### config.mk
export PLATFORM = sky130hd
export DESIGN_NAME = loader_sink
export DESIGN_NICKNAME = d
export VERILOG_FILES = /design/src/rtl/pc88_ldr_pkg.sv /design/src/rtl/ldr_tmo_cnt.sv /design/src/rtl/loader_sink.sv
export SDC_FILE = /design/constraint.sdc
export NUM_CORES = 1
export LEC_CHECK = 0
export ABC_AREA = 1
export BUFFER_PORTS_ARGS = -buffer_cell sky130_fd_sc_hd__buf_4
export CAP_MARGIN = 10
export CORE_ASPECT_RATIO = 0.6
export CORE_MARGIN = 3
export CORE_UTILIZATION = 35
export CTS_CLUSTER_SIZE = 10
export DETAILED_ROUTE_END_ITERATION = 7
export GPL_TIMING_DRIVEN = 0
export PLACE_DENSITY_LB_ADDON = 0.15
export SETUP_SLACK_MARGIN = 0.3
export SLEW_MARGIN = 15
export SYNTH_ARGS = -nofsm -noshare
export SYNTH_HDL_FRONTEND = slang
export SYNTH_SLANG_ARGS = --single-unit
### constraint.sdc
create_clock -name clk_sys -period 1.4 [get_ports clk_sys]
set_clock_uncertainty 0.05 [all_clocks]
set_input_delay 0.42 -clock clk_sys [delete_from_list [all_inputs] [get_ports clk_sys]]
set_output_delay 0.42 -clock clk_sys [all_outputs]
set_load 0.02 [all_outputs]
### src/rtl/pc88_ldr_pkg.sv
// Shared types for the loader sink: FSM states, default address width, byte-enable codes.
package pc88_ldr_pkg;
  localparam int LDR_ADR_W_DEF = 19;

  typedef enum logic [1:0] {
    IDLE  = 2'd0,
    WRITE = 2'd1,
    ACK   = 2'd2
  } ldr_state_e;

  localparam logic [1:0] BE_LO = 2'b01;
  localparam logic [1:0] BE_HI = 2'b10;

  // Odd byte addresses land in the high half of the 16-bit word.
  function automatic logic [1:0] be_of(input logic a0);
    return a0 ? BE_HI : BE_LO;
  endfunction
endpackage

### src/rtl/ldr_tmo_cnt.sv
// Write-phase watchdog: counts enabled cycles, flags expiry in the TMO_CYC-th one.
module ldr_tmo_cnt #(
  parameter int TMO_CYC = 1023
) (
  input  logic clk_sys,
  input  logic reset,
  input  logic clr,
  input  logic en,
  output logic expired
);
  localparam int W = (TMO_CYC < 2) ? 1 : $clog2(TMO_CYC + 1);

  logic [W-1:0] cnt_q, cnt_d;

  always_comb begin
    cnt_d = cnt_q;
    if (clr)     cnt_d = '0;
    else if (en) cnt_d = cnt_q + 1'b1;
  end

  always_ff @(posedge clk_sys) begin
    if (reset) cnt_q <= '0;
    else       cnt_q <= cnt_d;
  end

  assign expired = en && (cnt_q == W'(TMO_CYC - 1));
endmodule

### src/rtl/loader_sink.sv
// Byte-download sink: four-phase loader handshake to 16-bit memory writes.
// Optional running checksum output enabled by LOADER_CHECKSUM_EN.
module loader_sink
  import pc88_ldr_pkg::*;
#(
  parameter int ADR_W   = LDR_ADR_W_DEF,
  parameter int TMO_CYC = 1023
) (
  input  logic             clk_sys,
  input  logic             reset,
  input  logic             ldr_oe,
  input  logic             ldr_wr,
  input  logic [ADR_W-1:0] ldr_adr,
  input  logic [7:0]       ldr_wdat,
  input  logic             ldr_done,
  output logic             ldr_ack,
  output logic             mem_req,
  output logic [ADR_W-2:0] mem_adr,
  output logic [15:0]      mem_dat,
  output logic [1:0]       mem_be,
  input  logic             mem_ack,
  output logic [ADR_W:0]   byte_cnt,
`ifdef LOADER_CHECKSUM_EN
  output logic [15:0]      cksum,
`endif
  output logic             err_tmo,
  output logic             busy
);
  ldr_state_e       state_q, state_d;
  logic             ack_q, ack_d, req_q, req_d;
  logic [ADR_W-2:0] adr_q, adr_d;
  logic [15:0]      dat_q, dat_d;
  logic [1:0]       be_q, be_d;
  logic [ADR_W:0]   cnt_q, cnt_d;
  logic             err_q, err_d, oe_q, pend_q, pend_d;
  logic             tmo_clr, tmo_en, tmo_exp, oe_rise, clr_now, inc;
`ifdef LOADER_CHECKSUM_EN
  logic [15:0]      cks_q, cks_d;
`endif

  ldr_tmo_cnt #(.TMO_CYC(TMO_CYC)) u_tmo (
    .clk_sys(clk_sys), .reset(reset), .clr(tmo_clr), .en(tmo_en), .expired(tmo_exp)
  );

  assign oe_rise = ldr_oe && !oe_q;

  always_comb begin
    state_d = state_q;
    ack_d   = ack_q;
    req_d   = req_q;
    adr_d   = adr_q;
    dat_d   = dat_q;
    be_d    = be_q;
    err_d   = err_q;
    pend_d  = pend_q;
    tmo_clr = 1'b1;
    tmo_en  = 1'b0;
    clr_now = 1'b0;
    inc     = 1'b0;
    // An open-window edge while busy is deferred until the FSM is back in IDLE.
    if (oe_rise) begin
      if (state_q == IDLE) clr_now = 1'b1;
      else                 pend_d  = 1'b1;
    end
    case (state_q)
      IDLE: if (ldr_oe && ldr_wr && !ldr_done) begin
        state_d = WRITE;
        req_d   = 1'b1;
        adr_d   = ldr_adr[ADR_W-1:1];
        dat_d   = {ldr_wdat, ldr_wdat};
        be_d    = be_of(ldr_adr[0]);
      end
      WRITE: begin
        tmo_clr = 1'b0;
        tmo_en  = 1'b1;
        if (mem_ack || tmo_exp) begin
          state_d = ACK;
          req_d   = 1'b0;
          ack_d   = 1'b1;
          if (mem_ack) inc   = 1'b1;
          else         err_d = 1'b1;
        end
      end
      ACK: if (!ldr_wr) begin
        state_d = IDLE;
        ack_d   = 1'b0;
        if (pend_d) begin
          clr_now = 1'b1;
          pend_d  = 1'b0;
        end
      end
      default: state_d = IDLE;
    endcase
    if (clr_now) err_d = 1'b0;
  end

  always_comb begin
    cnt_d = cnt_q;
`ifdef LOADER_CHECKSUM_EN
    cks_d = cks_q;
`endif
    if (clr_now) begin
      cnt_d = '0;
`ifdef LOADER_CHECKSUM_EN
      cks_d = '0;
`endif
    end else if (inc && (cnt_q != '1)) begin
      cnt_d = cnt_q + 1'b1;
`ifdef LOADER_CHECKSUM_EN
      cks_d = cks_q + {8'h00, dat_q[7:0]};
`endif
    end
  end

  always_ff @(posedge clk_sys) begin
    if (reset) begin
      state_q <= IDLE;
      ack_q   <= 1'b0;
      req_q   <= 1'b0;
      adr_q   <= '0;
      dat_q   <= '0;
      be_q    <= '0;
      cnt_q   <= '0;
      err_q   <= 1'b0;
      oe_q    <= 1'b0;
      pend_q  <= 1'b0;
`ifdef LOADER_CHECKSUM_EN
      cks_q   <= '0;
`endif
    end else begin
      state_q <= state_d;
      ack_q   <= ack_d;
      req_q   <= req_d;
      adr_q   <= adr_d;
      dat_q   <= dat_d;
      be_q    <= be_d;
      cnt_q   <= cnt_d;
      err_q   <= err_d;
      oe_q    <= ldr_oe;
      pend_q  <= pend_d;
`ifdef LOADER_CHECKSUM_EN
      cks_q   <= cks_d;
`endif
    end
  end

  assign ldr_ack  = ack_q;
  assign mem_req  = req_q;
  assign mem_adr  = adr_q;
  assign mem_dat  = dat_q;
  assign mem_be   = be_q;
  assign byte_cnt = cnt_q;
  assign err_tmo  = err_q;
  assign busy     = (state_q != IDLE);
`ifdef LOADER_CHECKSUM_EN
  assign cksum    = cks_q;
`endif
endmodule
==> results.cfg <==
[cts]
cts_tree = built
clock-sinks = 65
holdBufCountCts = 0
cts-root-buf = clkbuf_16
cts_buffer_depth = 2
clock_latency_ps = 330
cts_max_level = 3
numCtsBuffers = 9
path_clk_slew_ps = 50

[synthesis]
synth_top_area_cell = dfxtp_1
synth-seq-cells = 65
syn_nets = 445
avgSynthCellArea_sq_um = 7.29
syn_inst = 409
synth_top_cell_area_share = 0.437
synth_top_family_by_area = simple AND/OR/NAND/NOR gates
yosys_warnings = 0
synth_area_leaders = dfxtp_1 (44%), nand2_1 (13%), a21oi_1 (7.9%)
netlist_area_sq_um = 2980
synth_mux_area_frac = 0
synth_compound_area_frac = 0.109
ys_seq_area_frac = 0.437
synth_xor_area_frac = 0.0441
yosys.area_share.simple = 0.312
ys_types = 26
yosys.area_share.adder = 0.0126

[final_layout]
drive_above_1_share = 0.726
final_nets = 622
num_antenna_cells = 0
post-route-cell-area_sq_um = 6150
synthToLayoutAreaGrowth_pct = 106
stdcell_count = 699

[worst_hold_path]
worst_hold_path_type = input port to flop
min_path_cells = 4

[worst_setup_path]
worst-setup-path-type = flop to flop
crit_path_max_incr_delay_ps = 360
ff2ff_path_depth = 10
arrival_ps = 1780
cp_cell_sequence = ha_4 -> inv_2 -> nor2_4 -> nand2_2 -> nor2_4 -> nand2_4 -> nand2_4 -> clkbuf_16 -> nand2_1 -> a21oi_2
startpoint_type = flop
required_ps = 1610
slowest_stage = dfxtp_4
critPathCaptureType = flop
worstPathMaxFanout = 5

[grt]
grt_pass1_wl_mm = 16.4
grt-busiest-layer = met1
grt_max_degree = 11
track_usage = 0.213
use_met3 = 0.0722
use_met2 = 0.298
antenna_found_initial = 0
use_met1 = 0.309
grt.overflow.total = 0
grt_pass1_vias = 3194

[route]
drt.antenna.violating_nets = 0
first_iter_violations = 231
drcViolationCount = 0
wire_per_inst_um = 16.0
wirelength_mm = 11.2
dr.pass1.iters = 5
viasPerCell = 4.96
vias = 3468

[timing]
tightest_slew_ps = 363
fin_crit_sh = 1.12
max_freq_mhz = 638
hold_viol = 0
grt_setup_unrepaired = yes
relSlewSlack = 0.758
hold-worst-slack_ps = 298
final_period_minus_worst_setup_slack_ps = 1570
setup_viol = 35
totalNegativeSetupSlack_ps = -2850
slew_violations = 0
fin_ws_ps = -167

[placed_design]
finalWeightedCongestion = 0.879
placed_cells = 608
portBuffers = 91
post_dp_cell_area_sq_um = 3980
hpwl_mm = 6.36

[power]
p_leak_nw = 2.43
power_density_nw_per_um2 = 780
peakVddDrop_uv = 785
finalPower_mw = 4.80

[status]
violations = negative setup slack
status = finished with violations

[floorplan]
initial_utilization = 0.369
coreArea_sq_um = 8070
die_y_um = 77.5
io_pins = 93
num_rows = 25
die_width_um = 125
dieArea_sq_um = 9700

[flow_run]
maxCapViolCount = 0
cell usage in the layout (no fill, tap or decap), types with 17 or more instances in the layout:
cell type | Yosys | final
nor2_1 | 48 | 29
buf_4 | 9 | 79
nand2_1 | 105 | 51
dfxtp_2 | 0 | 26
a21oi_2 | 8 | 48
inv_1 | 25 | 17
nand2_2 | 2 | 33
dfxtp_4 | 0 | 30
nand2_4 | 2 | 24
nand3_1 | 45 | 27
buf_6 | 1 | 90
power breakdown:
group | internal (mW) | leakage (nW) | total [mW] | switching [mW]
Clock | 1.42 | 0.144 | 2.21 | 0.792
Combinational | 0.374 | 1.72 | 0.708 | 0.335
Sequential | 1.84 | 0.562 | 1.88 | 0.0357
Total | 3.64 | 2.43 | 4.80 | 1.16
state kept, by name (all words and copies together) (netlist names):
name / flops
ldr_ack: 1
mem_be: 2
state_q: 2
oe_q: 1
pend_q: 1
u_tmo.cnt_q: 10
err_tmo: 1
mem_dat: 8
mem_adr: 18
mem_req: 1
byte_cnt: 20
stage by stage:
stage,utilization,worst slack (ps)
floorplan,-,-59.1
global placement,0.493,-178
detailed placement,0.493,-216
CTS,0.686,-164
global route,0.762,-231
finish,0.762,-167
layout make-up:
class                      count  area [sq um]
buffer                        24           284
clock buffer                  13           250
clock inverter                 3          40.0
fill                         482          1920
inverter                      28           125
multi-input combinational    292          2170
sequential                    65          1450
tap                          108           135
timing repair buffer         166          1700
path summary, 6_finish.rpt:
kind	slack, ps	start	to
max	-170	byte_cnt[1]$_SDFFE_PP0P_	byte_cnt[7]$_SDFFE_PP0P_
min	300	ldr_adr[0]	mem_be[0]$_SDFFE_PP0P_
max reg2reg	-170	byte_cnt[1]$_SDFFE_PP0P_	byte_cnt[7]$_SDFFE_PP0P_
min reg2reg	420	mem_adr[13]$_SDFFE_PP0P_	mem_adr[13]$_SDFFE_PP0P_
worst max-delay path, delay by kind of cell (launching register included):
kind | cells | cell delay, ps
AO/OA/AOI/OAI | 1 | 130
adder cells (fa/ha/maj) | 1 | 130
buffers and inverters | 2 | 190
flip-flops | 1 | 360
AND/OR/NAND/NOR | 6 | 630
per-layer routing:
metal	wire length (um)	up-vias
li1	-	1671
met1	5270	1640
met2	4830	148
met3	980	9
met4	89	0
met5	0	-
cells by family (layout without fill, tap and decap cells):
logic type | after synthesis | after routing
AOI/OAI and AO/OA | 59 | 59
xor gates and xnor gates | 15 | 15
and+or+nand+nor | 215 | 215
adders and majority gates | 3 | 3
DFF | 65 | 65
buffers and inverters | 52 | 234
synthesized netlist by cell type:
cell / instances
a21oi_2: 8
nand2_2: 2
xor2_1: 5
buf_1: 2
nor3_1: 4
clkbuf_1: 6
buf_2: 5
nand2_1: 105
nor2_2: 1
a21oi_1: 47
o21ai_0: 4
nor2_4: 3
buf_4: 9
inv_1: 25
nor2_1: 48
ha_1: 3
dfxtp_1: 65
nand3_1: 45
buf_8: 1
nor3b_1: 1
inv_2: 3
buf_6: 1
nand2_4: 2
nand3b_1: 3
nand4_1: 1
xnor2_1: 10
repair_timing:
| action | 4_1_cts | 5_1_grt |
|---|---|---|
| gates resized for setup | 256 | 98 |
| setup buffers | 38 | 28 |
| endpoints found under the setup margin | 123 | 124 |
| pin swaps | 47 | 53 |
| cloned | 8 | 1 |
No activity file was read; power rests on OpenSTA's default activity.
